<file path="config.mk">
export PLATFORM = sky130hd
export DESIGN_NAME = button_debounce
export DESIGN_NICKNAME = d
export VERILOG_FILES = /design/src/rtl/button_debounce.sv
export SDC_FILE = /design/constraint.sdc
export NUM_CORES = 1
export LEC_CHECK = 0
export ABC_CLOCK_PERIOD_IN_PS = 4700
export CAP_MARGIN = 20
export CORE_AREA = 2 2 50 70
export CTS_BUF_LIST = sky130_fd_sc_hd__clkbuf_8
export DETAILED_ROUTE_END_ITERATION = 8
export DIE_AREA = 0 0 52 72
export PLACE_DENSITY = 0.57
export SLEW_MARGIN = 15
export SYNTH_ARGS = -nofsm -noshare
export SYNTH_HDL_FRONTEND = slang
export SYNTH_SLANG_ARGS = --single-unit
</file>
<file path="constraint.sdc">
create_clock -name clk -period 4.7 [get_ports clk]
set_input_delay 0.705 -clock clk [delete_from_list [all_inputs] [get_ports clk]]
set_output_delay 0.705 -clock clk [all_outputs]
set_load 0.1 [all_outputs]
</file>
<file path="src/rtl/button_debounce.sv">
`default_nettype none
// ============================================================================
// Module   : button_debounce
// Purpose  : Synchronise a raw push-button, filter bounce over a stability
//            window, emit a clean level plus one-cycle press/release pulses.
// Revision : 1.0 - initial release
// ============================================================================
module button_debounce #(
  parameter int DEBOUNCE_CYCLES = 4,
  parameter int CNT_W           = 16
) (
  input  logic clk,
  input  logic reset,
  input  logic btn_in,
  output logic btn_level,
  output logic btn_press,
  output logic btn_release
);

  typedef enum logic [1:0] {
    ST_IDLE         = 2'd0,
    ST_PRESS_WAIT   = 2'd1,
    ST_PRESSED      = 2'd2,
    ST_RELEASE_WAIT = 2'd3
  } state_t;

  localparam logic [CNT_W-1:0] C_CNT_LAST = CNT_W'(DEBOUNCE_CYCLES - 1);
  localparam logic [CNT_W-1:0] C_CNT_ONE  = CNT_W'(1);

  logic             r_s1;
  logic             r_s2;
  state_t           r_state;
  state_t           w_state_next;
  logic [CNT_W-1:0] r_cnt;
  logic [CNT_W-1:0] w_cnt_next;
  logic             r_level;
  logic             r_press;
  logic             r_release;
  logic             w_level_next;
  logic             w_press_next;
  logic             w_release_next;

  always_ff @(posedge clk) begin
    if (reset) begin
      r_s1      <= 1'b0;
      r_s2      <= 1'b0;
      r_state   <= ST_IDLE;
      r_cnt     <= '0;
      r_level   <= 1'b0;
      r_press   <= 1'b0;
      r_release <= 1'b0;
    end else begin
      r_s1      <= btn_in;
      r_s2      <= r_s1;
      r_state   <= w_state_next;
      r_cnt     <= w_cnt_next;
      r_level   <= w_level_next;
      r_press   <= w_press_next;
      r_release <= w_release_next;
    end
  end

  // The counter is cleared on every state entry, so it only ever counts
  // consecutive stable samples inside one wait state and cannot overrun.
  always_comb begin
    w_state_next = r_state;
    w_cnt_next   = r_cnt;
    case (r_state)
      ST_IDLE: begin
        if (r_s2) begin
          w_state_next = ST_PRESS_WAIT;
          w_cnt_next   = '0;
        end
      end
      ST_PRESS_WAIT: begin
        if (!r_s2) begin
          w_state_next = ST_IDLE;
          w_cnt_next   = '0;
        end else if (r_cnt == C_CNT_LAST) begin
          w_state_next = ST_PRESSED;
          w_cnt_next   = '0;
        end else begin
          w_cnt_next   = r_cnt + C_CNT_ONE;
        end
      end
      ST_PRESSED: begin
        if (!r_s2) begin
          w_state_next = ST_RELEASE_WAIT;
          w_cnt_next   = '0;
        end
      end
      ST_RELEASE_WAIT: begin
        if (r_s2) begin
          w_state_next = ST_PRESSED;
          w_cnt_next   = '0;
        end else if (r_cnt == C_CNT_LAST) begin
          w_state_next = ST_IDLE;
          w_cnt_next   = '0;
        end else begin
          w_cnt_next   = r_cnt + C_CNT_ONE;
        end
      end
      default: begin
        w_state_next = ST_IDLE;
        w_cnt_next   = '0;
      end
    endcase
  end

  // Pulses decode only the accepting transitions; bounce returns are silent.
  always_comb begin
    w_level_next   = (w_state_next == ST_PRESSED) || (w_state_next == ST_RELEASE_WAIT);
    w_press_next   = (r_state == ST_PRESS_WAIT) && (w_state_next == ST_PRESSED);
    w_release_next = (r_state == ST_RELEASE_WAIT) && (w_state_next == ST_IDLE);
  end

  assign btn_level   = r_level;
  assign btn_press   = r_press;
  assign btn_release = r_release;

endmodule
`default_nettype wire

</file>
### Yosys cells after proc, flatten, opt, wreduce, memory -nomap -nowiden

Index checks and enable logic that the tools add are counted.

| cells by class | value |
|---|---|
| add/subtract/negate cells | 1 |
| equal/unequal tests | 8 |
| multiplexer cells | 13 |
| reductions and logical operators | 6 |

Operators with widths:

| kind | count |
|---|---|
| two-way mux 16 bit | 5 |
| case mux 16 bit (4 select lines) | 1 |
| adder 16 x 1 -> 16 bit, second input constant | 1 |
| == test 16 x 2 -> 1 bit, second input constant | 1 |
| two-way mux 2 bit | 6 |
| == test 2 bit, second input constant | 4 |
| case mux 2 bit (4 select lines) | 1 |
| logical NOT 2 bit | 2 |
| inequality test 2 bit, second input constant | 2 |
| == test 2 x 1 -> 1 bit, second input constant | 1 |
| logical AND 1 bit | 2 |
| AND reduction 2 bit | 1 |
| logical OR 1 bit | 1 |

| word-level totals | value |
|---|---|
| register bits | 23 |
| output and inout bits | 3 |
| word-level logic and storage cells | 35 |

### Longest topological paths before layout

| logic depth | value |
|---|---|
| word-level depth | 6 |
| depth in mapped cells | 6 |
| depth with buffers taken out | 5 |

### Worst setup path before layout

No wires, ideal clock.

| timing | value |
|---|---|
| kind | reg-to-output |
| start | register r_level, in the netlist btn_level |
| end | output btn_level |
| arrival | 0.909 ns |
| setup slack | 3.086 ns |
| stages on the path, launching flop included | 1 |
| cells stage by stage | dfxtp_1 |

RTL lines:

| what | RTL line | text |
|---|---|---|
| start, declared | 36 | `logic r_level;` |
| start signal, assigned | 57 | `r_level <= w_level_next;` |
| end, declared | 15 | `output logic btn_level,` |

No word-level cell between the ends.

### Final worst setup path

| timing | value |
|---|---|
| start | register r_level, in the netlist btn_level |
| end | output btn_level |

No word-level cell between the ends.

==> results.tsv <==
stage	metric	value	unit
yosys	cell count after synthesis	138	
cts	clk_lat worst skew	0.26	ns
final_layout	Fill cells	312	
yosys	post-synthesis mux area share	0	
timing	setup ws final	2.29	ns
critical_path	worst setup path startpoint	btn_level	
final_layout	Layout area overhead	7.75	%
critical_path	max incr delay on CP	1.12	ns
grt	first-pass GRT wire length	4690	um
cts	post-CTS repair timing setup buffer count	0	
final_layout	ANT cells	0	
cts	CTS buffer count	3	
timing	min Tclk post-route	2.41	ns
placed_design	gp weighted congestion	0.859	
cts	Clk pin slew, worst setup/hold paths	0.08	ns
placed_design	detailed placement HPWL	1930	um
floorplanning	Die H	72	um
timing	endpoints failing hold	0	
cts	CTS tree	done	
grt	initial antenna violation count	0	
route	DRC Markers	0	
cts	PostCTS Resize Cnt	0	
critical_path	crit path cell chain	clkdlybuf4s50_1	
yosys	largest family of logic cells by synthesized area	simple AND/OR/NAND/NOR gates	
cts	CTS root buf	clkbuf_8	
final_layout	Final Util	0.416	
floorplanning	num ports	6	
yosys	Syn Std Cell Area	1190	um2
yosys	simple-gate portion of the synthesized area	0.337	
critical_path	Setup CP Type	reg -> out	
route	detailed-router iteration count before antenna repair	4	
yosys	Syn. warnings	0	
critical_path	delay-heaviest family, CP	buffers and inverters	
floorplanning	num rows	24	
cts	htree depth	1	
grt	largest net degree at the start of global routing	17	
route	DR vias/cell	6.07	
yosys	Unique masters post-synth	41	
final_layout	Nets	142	
critical_path	crit start category	register	
yosys	Seq/Total Area, Yosys	0.385	
placed_design	Cell Area, Placed	1240	um2
pwr	maximum VDD drop	0.208	mV
timing	pin slew with the least headroom to its limit	0.969	ns
grt	gr usage total	0.161	
route	initial drt markers	52	
final_layout	layout cells sized above 1	0.0511	
yosys	adder-cell share of the synthesized area	0.0105	
grt	vias in the first global route	1026	
min_path	Hold WC Path Type	reg -> reg	
cts	Post-CTS Hold Fix Bufs	0	
placed_design	IO buf count	5	
floorplanning	Starting Density	0.386	
cts	clk buf depth	2	
route	via count	1068	
timing	RSZ-0062 raised after global routing	false	
timing	fmax	415	MHz
status	status	finished, final reports clean	
pwr	cell area power density	255	nW/um2
critical_path	Slowest-stage cell, CP	clkdlybuf4s50_1	
route	Total Wirelength	2660	um
run	max cap viols	0	
grt	remaining global-route overflow	0	
timing	fin. max-slew vios	0	
critical_path	crit path max fanout	1	
critical_path	worst path bufs/invs	1	
pwr	LEAKAGE	0.369	nW
yosys	Compound-Gate Fraction of Synth Area	0.172	
placed_design	worst slack at placement	2.12	ns
min_path	HP Start	r_s1	
final_layout	Final Cell Area	1290	um2
timing	Fin Setup TNS	0	ns
critical_path	crit path DAT	1.71	ns
cts	CTS sink count	23	
floorplanning	DIE WIDTH	52	um
yosys	Yosys reg bits	23	
yosys	syn avg cell area	8.66	um2
timing	Setup-failing EPs final	0	
route	ANT nets after route	0	
critical_path	r2r startpoint	r_cnt[0]	
critical_path	critical path data required time	3.99	ns
floorplanning	die area	3740	um2
floorplanning	Core ar.	3090	um2
critical_path	critical path endpoint category	output pin	
yosys	XOR/XNOR share of the synthesized area	0.0366	
yosys	Mapped Nets	142	
timing	Hold WS	0.446	ns
route	Avg WL per Cell	15.1	um
timing	Slew headroom	0.352	
timing	final period utilization	0.513	
timing	clock skew	0.00718	ns
[worst reg2reg max path, stage by stage, from the launching register on]
cell,delay [ns]
dfxtp_1,0.42
ha_1,0.31
nor4b_2,0.28
nand4_2,0.39
or2_1,0.37
nor4b_1,0.28
[stage by stage]
step / instances / power, mW
4_1_cts: 176 / 0.330
3_3_place_gp: 172 / 0.213
3_5_place_dp: 172 / 0.213
2_1_floorplan: 138 / 0.209
6_report: 176 / 0.329
5_1_grt: 176 / 0.342
[synthesized netlist by cell type, drive strengths merged]
library cell / number / share of area
a211oi: 1 / 0.0063
a21oi: 5 / 0.021
a311oi: 1 / 0.0073
a31oi: 13 / 0.068
a32oi: 1 / 0.0073
a41oi: 2 / 0.015
and2: 1 / 0.0052
and3: 2 / 0.010
and4: 2 / 0.015
buf: 6 / 0.029
clkbuf: 4 / 0.014
dfxtp: 23 / 0.39
ha: 1 / 0.010
inv: 5 / 0.016
nand2: 7 / 0.022
nand2b: 1 / 0.0052
nand3: 8 / 0.034
nand3b: 2 / 0.013
nand4: 7 / 0.042
nand4b: 1 / 0.0073
nor2: 3 / 0.0094
nor2b: 2 / 0.010
nor3: 6 / 0.035
nor4: 6 / 0.037
nor4b: 4 / 0.035
o211ai: 1 / 0.0063
o21ai: 6 / 0.025
o22ai: 3 / 0.016
or2: 1 / 0.0052
or3: 1 / 0.0052
or3b: 4 / 0.029
or4: 3 / 0.019
xnor2: 2 / 0.015
xor2: 3 / 0.022
[placed cells by master (no fill, tap or decap), types with 4 or more instances in the layout]
cell type / n
dfxtp_1: 23
a31oi_1: 13
nand3_1: 8
nand2_1: 7
inv_1: 6
o21ai_0: 6
nand4_1: 6
nor4_1: 5
nor3_1: 5
a21oi_1: 5
clkdlybuf4s50_1: 5
or3b_1: 4
[area by class of cell]
class	instances	area, um2	area share
multi-input combinational	100	664	0.516
tap	39	48.8	0.0379
clock buffer	3	41.3	0.0321
timing repair buffer	5	50.0	0.0389
sequential	23	460	0.358
clock inverter	1	3.75	0.00292
inverter	5	18.8	0.0146
[report_power, final]
part           internal [mW]  switching (mW)
registers              0.196         0.00103
clock network         0.0583          0.0621
logic                0.00405         0.00765
[cell families (layout without fill, tap and decap cells)]
group	Yosys count	after routing
xor gates and xnor gates	5	5
AOI/OAI and AO/OA	33	33
buffers and inverters	15	14
and+or+nand+nor	61	61
adders and majority gates	1	1
DFF	23	23
[worst paths after layout]
| kind | slack (ns) | depth (start not counted) | end |
|---|---|---|---|
| worst min-delay path | 0.45 | 1 | r_s2 |
| worst max register to register | 2.56 | 5 | btn_release |
| worst max-delay path | 2.29 | 1 | btn_level |
| worst min register to register | 0.45 | 1 | r_s2 |
[state kept, by name, indices dropped and copies added, names as in the netlist]
name,cells
btn_release,1
r_cnt,16
btn_press,1
btn_level,1
r_s2,1
r_state,2
r_s1,1
[layer usage]
layer  share of wire  vias up  global-route usage
met3           0.027        8              0.0185
met5               0        -                   0
met2            0.50       28               0.273
met1            0.45      503               0.208
li1                -      529                   -
met4           0.026        0              0.0585
Note: power is estimated with default switching activity, not from simulation.
